$ cat src/rtl/one_two_demux_pkg.sv
// rtl/one_two_demux_pkg.sv - shared slot state encoding and default widths for one_two_demux
package one_two_demux_pkg;

  typedef enum logic {
    SLOT_EMPTY = 1'b0,
    SLOT_FULL  = 1'b1
  } slot_state_e;

  localparam int DEFAULT_WORD_SIZE = 32;
  localparam int DEFAULT_CNT_WIDTH = 8;

endpackage

$ cat src/rtl/demux_slot.sv
// rtl/demux_slot.sv - one-entry destination slot with data register and delivery counter
module demux_slot
  import one_two_demux_pkg::*;
#(
  parameter int WORD_SIZE = DEFAULT_WORD_SIZE,
  parameter int CNT_WIDTH = DEFAULT_CNT_WIDTH
) (
  input  logic                 clk,
  input  logic                 rst_n,
  input  logic                 wr_en,
  input  logic [WORD_SIZE-1:0] wr_data,
  input  logic                 rd_ready,
  output logic                 can_accept,
  output logic                 valid,
  output logic [WORD_SIZE-1:0] data,
  output logic [CNT_WIDTH-1:0] count
);

  slot_state_e          state_q, state_d;
  logic [WORD_SIZE-1:0] data_q, data_d;
  logic [CNT_WIDTH-1:0] count_q, count_d;
  logic                 rd_fire;

  // Next slot state: a write always wins (fill or refill), a lone read drains the slot
  always_comb begin
    state_d = state_q;
    data_d  = data_q;
    count_d = count_q;
    rd_fire = (state_q == SLOT_FULL) && rd_ready;
    if (rd_fire) begin
      count_d = count_q + CNT_WIDTH'(1);
    end
    if (wr_en) begin
      state_d = SLOT_FULL;
      data_d  = wr_data;
    end else if (rd_fire) begin
      state_d = SLOT_EMPTY;
    end
  end

  // Slot registers; reset drops any held word and suppresses that cycle's count
  always_ff @(posedge clk) begin
    if (!rst_n) begin
      state_q <= SLOT_EMPTY;
      data_q  <= '0;
      count_q <= '0;
    end else begin
      state_q <= state_d;
      data_q  <= data_d;
      count_q <= count_d;
    end
  end

  // Slot can take a word if empty, or if the held word leaves this same cycle
  always_comb begin
    can_accept = (state_q == SLOT_EMPTY) || rd_ready;
  end

  assign valid = (state_q == SLOT_FULL);
  assign data  = data_q;
  assign count = count_q;

endmodule

$ cat src/rtl/one_two_demux.sv
// rtl/one_two_demux.sv - one-input two-output demultiplexer with per-destination one-entry slots
module one_two_demux
  import one_two_demux_pkg::*;
#(
  parameter int WORD_SIZE = DEFAULT_WORD_SIZE,
  parameter int CNT_WIDTH = DEFAULT_CNT_WIDTH
) (
  input  logic                 clk,
  input  logic                 rst_n,
  input  logic [WORD_SIZE-1:0] in_data,
  input  logic                 in_sel,
  input  logic                 in_valid,
  output logic                 in_ready,
  output logic [WORD_SIZE-1:0] out0_data,
  output logic                 out0_valid,
  input  logic                 out0_ready,
  output logic [CNT_WIDTH-1:0] out0_count,
  output logic [WORD_SIZE-1:0] out1_data,
  output logic                 out1_valid,
  input  logic                 out1_ready,
  output logic [CNT_WIDTH-1:0] out1_count,
  output logic                 busy
);

  logic acc0, acc1;
  logic wr0, wr1;

  // Readiness looks only at the selected slot so a stalled other destination never blocks
  always_comb begin
    in_ready = rst_n && (in_sel ? acc1 : acc0);
    wr0      = in_valid && in_ready && !in_sel;
    wr1      = in_valid && in_ready && in_sel;
  end

  demux_slot #(
    .WORD_SIZE(WORD_SIZE),
    .CNT_WIDTH(CNT_WIDTH)
  ) u_slot0 (
    .clk       (clk),
    .rst_n     (rst_n),
    .wr_en     (wr0),
    .wr_data   (in_data),
    .rd_ready  (out0_ready),
    .can_accept(acc0),
    .valid     (out0_valid),
    .data      (out0_data),
    .count     (out0_count)
  );

  demux_slot #(
    .WORD_SIZE(WORD_SIZE),
    .CNT_WIDTH(CNT_WIDTH)
  ) u_slot1 (
    .clk       (clk),
    .rst_n     (rst_n),
    .wr_en     (wr1),
    .wr_data   (in_data),
    .rd_ready  (out1_ready),
    .can_accept(acc1),
    .valid     (out1_valid),
    .data      (out1_data),
    .count     (out1_count)
  );

  assign busy = out0_valid || out1_valid;

endmodule
$ cat config.mk
export PLATFORM = sky130hd
export DESIGN_NAME = one_two_demux
export DESIGN_NICKNAME = d
export VERILOG_FILES = /design/src/rtl/one_two_demux_pkg.sv /design/src/rtl/demux_slot.sv /design/src/rtl/one_two_demux.sv
export SDC_FILE = /design/constraint.sdc
export NUM_CORES = 1
export LEC_CHECK = 0
export CORE_MARGIN = 5
export CORE_UTILIZATION = 30
export CTS_BUF_LIST = sky130_fd_sc_hd__clkbuf_8
export DETAILED_ROUTE_END_ITERATION = 6
export PLACE_DENSITY = 0.65
export SYNTH_ARGS = -nofsm -noshare
export SYNTH_HDL_FRONTEND = slang
export SYNTH_HIERARCHICAL = 1
export SYNTH_SLANG_ARGS = --single-unit
$ cat constraint.sdc
create_clock -name clk -period 3.94 [get_ports clk]
set_input_delay 0.394 -clock clk [delete_from_list [all_inputs] [get_ports clk]]
set_output_delay 0.394 -clock clk [all_outputs]
set_load 0.005 [all_outputs]
==> results.toml, run 1 <==
[grt]
grt_max_degree = 42
gr-usage-met3_pct = 5.90
use_met1_pct = 14.4
grt_pass1_wl_um = 12800
grt_busiest_layer = "met2"
antenna_found_initial = 0
grt_use_met2_pct = 21.3
grt-ovfl-total = 0
grt_usage_pct = 12.6
grt_pass1_vias = 2561

[synth]
synth_area_leaders = "dfxtp_1 (54%), mux2i_1 (21%), nor2_1 (8.6%)"
ys_types = 20
synth_area_per_cell_um2 = 10.0
synthesis.nets = 345
synth_area_leader_cell = "dfxtp_1"
synth_area_um2 = 3050
yosys_register_bits = 82
ys_seq_area_share_pct = 53.7
synth_cells = 305
yosys_warnings = 6
synth_top_area_share_pct = 53.7

[sta]
final_max_slew_viol_count = 0
hold_viol = 0
finalSetupTns_ns = 0
fmax_mhz = 428
hold_slack_ns = 0.494
rsz0062_at_grt = "false"
min_period_over_period_pct = 59.3
fin_crit_ns = 2.34
fin_skew_ns = 0.0145
setup_viol = 0
worst_pin_slew_ns = 0.897
slew_headroom_pct = 40.1

[final_layout]
nets = 466
nFillCells = 942
multiInputGateArea_um2 = 1340
area_growth_pct = 51.2
antenna_cells = 0
drive_gt1_share_pct = 6.03
final_cells = 564
ff_latch_area_um2 = 1640

[worst_setup_path]
cpMaxStageDelayCell = "clkdlybuf4s50_1"
crit_arrival_ns = 1.94
r2r_slack_ns = 1.93
critPathBufInv = 2
cp_slowest_stage_delay_ns = 0.58
worstPathMaxFanout = 6
cp_common_cell = "clkdlybuf4s50_1"
cp-start-kind = "primary input"
crit_chain = "clkdlybuf4s50_1, nand2b_1, nand2_1, a21boi_2, clkdlybuf4s50_1"
crit_type = "in2out"
endpoint_kind = "primary output"
crit_family = "buffers and inverters"
required_ns = 3.55

[routing]
wl_um = 7730
viasPerCell = 4.46
drt_iter0_markers = 58
drcViolationCount = 0
post_drt_wl_per_cell_um = 13.7
dr_total_vias = 2517
ant_nets = 0
drt_pre_antenna_iters = 4

[die]
chipHeight_um = 111
die_x_um = 111
ios = 122
rows = 36
core-area_um2 = 9860
start_util_pct = 31.0
die_area_um2 = 12300

[power]
cellPowerDensity_nw_per_um2 = 358
power.leakage_nw = 1.60
peakVddDrop_mv = 0.226

[clock_tree]
postCtsResizedCells = 0
clockRootBuffer = "clkbuf_8"
cts-root-to-sink-buffers = 2
path_clk_slew_ns = 0.07
cts_made_buffers = 9
cts_htree_levels = 3
holdBufCountCts = 0
worstSkewPairLatency_ns = 0.34
cts_tree = "done"
post-cts-setup-buffers = 0
clkSinkCount = 82

[hold_path]
hp-class = "reg2reg"

[place]
portBuffers = 121
dp_hpwl_um = 5650
gp_congestion = 0.751
dp.cells = 548

[flow_run]
maxCapViolations = 0

[run_status]
status = "finished clean"
==> cell usage after synthesis <==
library cell / instances
ha_1: 2
or2_1: 1
clkbuf_1: 8
a21boi_2: 1
nor2_1: 70
nand2_1: 10
or4_1: 6
xor2_1: 4
nand2b_4: 1
nand2b_1: 2
buf_2: 8
nand3_2: 2
o31ai_1: 6
a21oi_1: 14
o21ai_0: 4
nand3_1: 10
dfxtp_1: 82
inv_1: 6
mux2i_1: 64
or3_1: 4
==> state kept, by name (all words and copies together), names as in the netlist <==
register	count
u_slot0/count	8
u_slot0/data	32
u_slot0/valid	1
u_slot1/count	8
u_slot1/data	32
u_slot1/valid	1
==> cell usage in the layout, fill, tap and decap left out, drive strengths merged, types with 2 or more instances in the layout <==
master         netlist  layout
clkdlybuf4s50        0     121
dfxtp               82      82
nor2                70      70
mux2i               64      64
a21oi               14      14
nand3               12      12
nand2               10      10
clkbuf               8      10
inv                  6       8
o31ai                6       6
or4                  6       6
buf                  8       5
o21ai                4       4
or3                  4       4
xor2                 4       4
clkinvlp             0       3
nand2b               3       3
ha                   2       2
==> worst reg2reg max path: stages, from the launching register on <==
cell	delay, ns
dfxtp_1	0.38
nand2b_1	0.17
nand2b_4	0.08
nor2_4	0.70
buf_4	0.31
mux2i_1	0.21
nor2_1	0.05
==> where the power goes <==
part,switching (mW),leakage (nW),internal (mW)
Combinational,0.0703,0.842,0.105
Clock,0.300,0.0963,0.310
Sequential,0.0138,0.665,0.852
Total,0.384,1.60,1.27
==> stage by stage <==
stage / power, mW / utilization [%] / setup WS [ns] / area [µm²]
floorplan: 0.952 / - / 2.46 / 3050
global placement: 1.06 / 44.7 / 1.28 / 4410
detailed placement: 1.06 / 44.7 / 1.22 / 4410
CTS: 1.68 / 46.8 / 1.59 / 4620
global route: 1.74 / 46.8 / 1.52 / 4620
finish: 1.65 / 46.8 / 1.60 / 4620
==> layer usage <==
| metal | vias to the layer above | part of all wire, % | routed length, µm |
|---|---|---|---|
| met5 | - | 0 | 0 |
| met4 | 0 | 1.0 | 81 |
| met3 | 9 | 7.2 | 553 |
| met2 | 67 | 48 | 3750 |
| met1 | 1167 | 43 | 3350 |
| li1 | 1274 | - | - |
==> cell type report <==
class / count / area share, %
Clock buffer: 10 / 2.98
Sequential cell: 82 / 35.6
Inverter: 6 / 0.488
Timing Repair Buffer: 126 / 27.0
Multi-Input combinational cell: 201 / 28.9
Clock inverter: 6 / 1.41
Tap cell: 133 / 3.60
==> kinds of logic (layout without fill, tap and decap cells) <==
family,count (synthesis),in the layout,synth area share (%)
AO/OA/AOI/OAI,25,25,4.79
XOR/XNOR,4,4,1.15
adder cells (fa/ha/maj),2,2,0.819
buffers and inverters,22,148,3.03
flip-flops,82,82,53.7
multiplexers,64,64,21.0
AND/OR/NAND/NOR,106,106,15.5
==> path summary, 6_finish.rpt <==
check,cells after the start,from,endpoint
worst min-delay path,2,u_slot1/count[7],u_slot1/count[7]
worst max-delay path,5,out1_ready,in_ready
worst min register to register,2,u_slot1/count[7],u_slot1/count[7]
worst max register to register,6,u_slot0/valid,u_slot0/data[8]
Note: power is estimated with default switching activity, not from simulation.
==> inputs of run 2 (changes only) <==
- clock period: 3.94 -> 2.28 ns (I/O delays scaled with it)
==> run 2 against run 1 <==
Net effect:
- utilization rose by 1.2 points
- hold slack worse by 0.0037 ns
- combinational power rose by 81%
- critical endpoint unchanged
==> results.toml, run 2 (synthesis results as in run 1) <==
[grt]
grt_usage_pct = 12.9
grt_pass1_wl_um = 13100
grt_max_degree = 24
antenna_found_initial = 0
grt-ovfl-total = 0
grt_busiest_layer = "met2"
use_met1_pct = 14.3
gr-usage-met3_pct = 5.68
grt_pass1_vias = 2600
grt_use_met2_pct = 22.3

[place]
gp_congestion = 0.753
portBuffers = 121
dp_hpwl_um = 5960

[sta]
min_period_over_period_pct = 86.2
hold_slack_ns = 0.490
rsz0062_at_grt = "false"
fin_skew_ns = 0.00880
slew_headroom_pct = 81.4
finalSetupTns_ns = 0
final_max_slew_viol_count = 0
fmax_mhz = 509
setup_viol = 0
worst_pin_slew_ns = 0.279
fin_crit_ns = 1.96
hold_viol = 0

[clock_tree]
post-cts-setup-buffers = 0
worstSkewPairLatency_ns = 0.35
path_clk_slew_ns = 0.08
cts_htree_levels = 3
clockRootBuffer = "clkbuf_8"
postCtsResizedCells = 0
holdBufCountCts = 0
cts_tree = "done"
cts_made_buffers = 9
cts-root-to-sink-buffers = 2
clkSinkCount = 82

[final_layout]
antenna_cells = 0
final_cell_mix = "clkdlybuf4s50_1 (121), dfxtp_1 (82), nor2_1 (68), mux2i_1 (64), a21oi_1 (14)"
area_growth_pct = 55.0
final_util_pct = 48.0
mostFrequentLayoutCell = "clkdlybuf4s50_1"
drive_gt1_share_pct = 6.70
nets = 470

[flow_run]
maxCapViolations = 0

[worst_setup_path]
crit_type = "in2out"
crit_arrival_ns = 1.74
required_ns = 2.05
cp_slowest_stage_delay_ns = 0.58
crit_family = "buffers and inverters"
endpoint_kind = "primary output"
critPathBufInv = 2
cp-start-kind = "primary input"
worstPathMaxFanout = 6
cpMaxStageDelayCell = "clkdlybuf4s50_1"
r2r_slack_ns = 0.81
cp_common_cell = "clkdlybuf4s50_1"
crit_chain = "clkdlybuf4s50_1, nand2b_1, nand2b_4, a21boi_2, clkdlybuf4s50_1"

[die]
ios = 122
die_area_um2 = 12300
start_util_pct = 31.0
rows = 36
core-area_um2 = 9860
die_x_um = 111
chipHeight_um = 111

[power]
finalPower_mw = 3.16
power.leakage_nw = 1.66
cellPowerDensity_nw_per_um2 = 667
peakVddDrop_mv = 0.302

[routing]
dr_total_vias = 2555
post_drt_wl_per_cell_um = 14.5
wl_um = 8210
drt_iter0_markers = 54
drcViolationCount = 0
viasPerCell = 4.51
ant_nets = 0
drt_pre_antenna_iters = 4

[hold_path]
hp-class = "reg2reg"

[run_status]
status = "finished clean"
[run 2: stage by stage]
stage               area, µm²  instances  setup slack [ns]
floorplan                3050        305             0.847
global placement         4480        552             0.312
detailed placement       4480        552             0.320
CTS                      4730        566             0.315
global route             4730        566             0.268
finish                   4730        566             0.315
[run 2: worst paths after layout]
path	from	to	depth (start not counted)
max	out0_ready	in_ready	5
min	u_slot0/count[7]	u_slot0/count[7]	2
max reg2reg	u_slot0/valid	u_slot0/data[5]	6
min reg2reg	u_slot0/count[7]	u_slot0/count[7]	2
[run 2: worst register-to-register path, delay by kind of cell (launching register included)]
| family | cells | cell delay, ns |
|---|---|---|
| flops | 1 | 0.39 |
| simple gates | 4 | 0.44 |
| mux | 1 | 0.24 |
| buf+inv | 1 | 0.30 |
[run 2: layout make-up]
type / count / area, µm²
clock buffer: 9 / 124
clock inverter: 5 / 129
fill: 919 / 5130
inverter: 6 / 22.5
multi-input combinational: 201 / 1340
sequential: 82 / 1640
tap: 133 / 166
timing repair buffer: 130 / 1320
[run 2: per-layer routing]
metal  wire (µm)  part of all wire [%]
met1        3430                    42
met2        4080                    50
met3         591                   7.2
met4         101                   1.2
met5           0                     0
[run 2: where the power goes]
group	total, mW	internal [mW]	switching [mW]
clock network	1.34	0.829	0.513
registers	1.50	1.47	0.0249
logic	0.317	0.191	0.127
total	3.16	2.49	0.665
==> inputs of run 3 (changes only) <==
--- a/config.mk
+++ b/config.mk
@@ -10,2 +10,3 @@
 export CTS_BUF_LIST = sky130_fd_sc_hd__clkbuf_8
+export CTS_CLUSTER_DIAMETER = 150
 export DETAILED_ROUTE_END_ITERATION = 6
==> constraint.sdc (replaced) <==
create_clock -name clk -period 2.28 [get_ports clk]
set_input_delay 0.456 -clock clk [delete_from_list [all_inputs] [get_ports clk]]
set_output_delay 0.456 -clock clk [all_outputs]
set_load 0.005 [all_outputs]
==> run 3 against run 2 <==
Net effect:
- clock power barely moved
- die area stayed put
- final cell count rose by 0.35%
- worst setup slack worse by 0.039 ns
- cell area rose by 0.45%
- combinational power about the same
- sequential cell count stayed put
- count of clock-buffer cells in the layout did not move
- sequential power is essentially flat
==> results.toml, run 3 (synthesis results as in run 1) <==
[sta]
finalWorstSetupSlack_ns = 0.276
fmax_mhz = 499
hold_viol = 0
finalSetupTns_ns = 0
setup_viol = 0
worst_pin_slew_ns = 0.324
min_period_over_period_pct = 87.9
slew_headroom_pct = 78.4
fin_skew_ns = 0.00977
fin_crit_ns = 2.00
rsz0062_at_grt = "false"
final_max_slew_viol_count = 0

[final_layout]
final_util_pct = 48.2
final_cells = 568
mostFrequentLayoutCell = "clkdlybuf4s50_1"
design_area_um2 = 4760
antenna_cells = 0
drive_gt1_share_pct = 7.36
nets = 472
final_cell_mix = "clkdlybuf4s50_1 (120), dfxtp_1 (82), nor2_1 (68), mux2i_1 (64), a21oi_1 (14)"
area_growth_pct = 55.7

[routing]
post_drt_wl_per_cell_um = 14.5
ant_nets = 0
viasPerCell = 4.57
drt_pre_antenna_iters = 4
drt_iter0_markers = 82
dr_total_vias = 2595
wl_um = 8260
drcViolationCount = 0

[clock_tree]
holdBufCountCts = 0
cts_tree = "done"
clockRootBuffer = "clkbuf_8"
path_clk_slew_ns = 0.08
cts-root-to-sink-buffers = 2
cts_htree_levels = 3
clkSinkCount = 82
worstSkewPairLatency_ns = 0.34
cts_made_buffers = 9

[worst_setup_path]
crit_arrival_ns = 1.55
rr_worst_depth = 7
r2r_end = "u_slot1/data[27]"
cp-start-kind = "primary input"
endpoint_kind = "primary output"
crit_type = "in2out"
crit-reg2reg-launch = "u_slot1/valid"
r2r_slack_ns = 0.75
worstPathMaxFanout = 2
required_ns = 1.82

[die]
start_util_pct = 31.0
ios = 122
core-area_um2 = 9860
rows = 36
die_area_um2 = 12300
die_x_um = 111
chipHeight_um = 111

[grt]
grt_pass1_vias = 2722
grt_usage_pct = 13.7
grt_pass1_wl_um = 13700
grt_max_degree = 27
grt-ovfl-total = 0
antenna_found_initial = 0

[place]
dp_hpwl_um = 5970
gp_congestion = 0.794
pre_cts_ws_ns = -0.0587
place_area_um2 = 4500
dp.cells = 554
portBuffers = 121

[hold_path]
hold_end = "u_slot0/count[7]"
hp-start = "u_slot0/count[7]"
hp-class = "reg2reg"
hold_path_depth = 2

[power]
peakVddDrop_mv = 0.318
cellPowerDensity_nw_per_um2 = 661
power.leakage_nw = 1.68

[flow_run]
maxCapViolations = 0

[run_status]
status = "finished clean"
-- run 3: cell types whose count changed in the layout (fill, tap and decap cells not counted), sizes merged --
cell / change
buf: +2
dlygate4sd2: +1
clkdlybuf4s50: -1
-- run 3: worst max path at each step --
| stage | startpoint | endpoint | slack [ns] | depth (start not counted) |
|---|---|---|---|---|
| finish | out0_ready | in_ready | 0.28 | 5 |
| global route | out0_ready | in_ready | 0.22 | 5 |
| detailed placement | out0_ready | in_ready | -0.06 | 5 |
| global placement | out0_ready | in_ready | -0.06 | 5 |
| floorplan | out0_ready | u_slot0/data[31] | 0.74 | 7 |
| CTS | out0_ready | in_ready | 0.27 | 5 |
-- run 3: layout make-up --
class | count | area [µm²]
Multi-Input combinational cell | 201 | 1340
Inverter | 6 | 22.5
Clock inverter | 5 | 129
Clock buffer | 9 | 124
Sequential cell | 82 | 1640
Tap cell | 133 | 166
Timing Repair Buffer | 132 | 1330
Fill cell | 919 | 5110
-- run 3: what timing repair did --
| item | 4_1_cts | 5_1_grt |
|---|---|---|
| setup buffers | 0 | 0 |
| gates resized for setup | 3 | 0 |
| setup endpoints to repair | 1 | 0 |
-- run 3: critical path: stages --
cell	delay [ns]
clkdlybuf4s50_1	0.51
nand2b_4	0.16
nand2b_4	0.07
a21boi_2	0.11
dlygate4sd2_1	0.24
-- run 3: through the flow --
stage / hold slack [ns] / total power, mW
3_3_place_gp: 0.460 / 1.85
3_5_place_dp: 0.481 / 1.85
4_1_cts: 0.493 / 3.20
5_1_grt: 0.526 / 3.30
6_report: 0.488 / 3.14
2_1_floorplan: 0.468 / 1.64
-- run 3: report_power, final --
| group | switching [mW] | internal (mW) |
|---|---|---|
| Clock | 0.500 | 0.828 |
| Combinational | 0.126 | 0.193 |
| Sequential | 0.0247 | 1.47 |
-- run 3: metal layers --
metal / track usage (%) / share of wire [%]
met3: 6.50 / 8.0
met5: 0 / 0
met4: 4.19 / 1.6
met2: 23.9 / 49
met1: 14.6 / 41
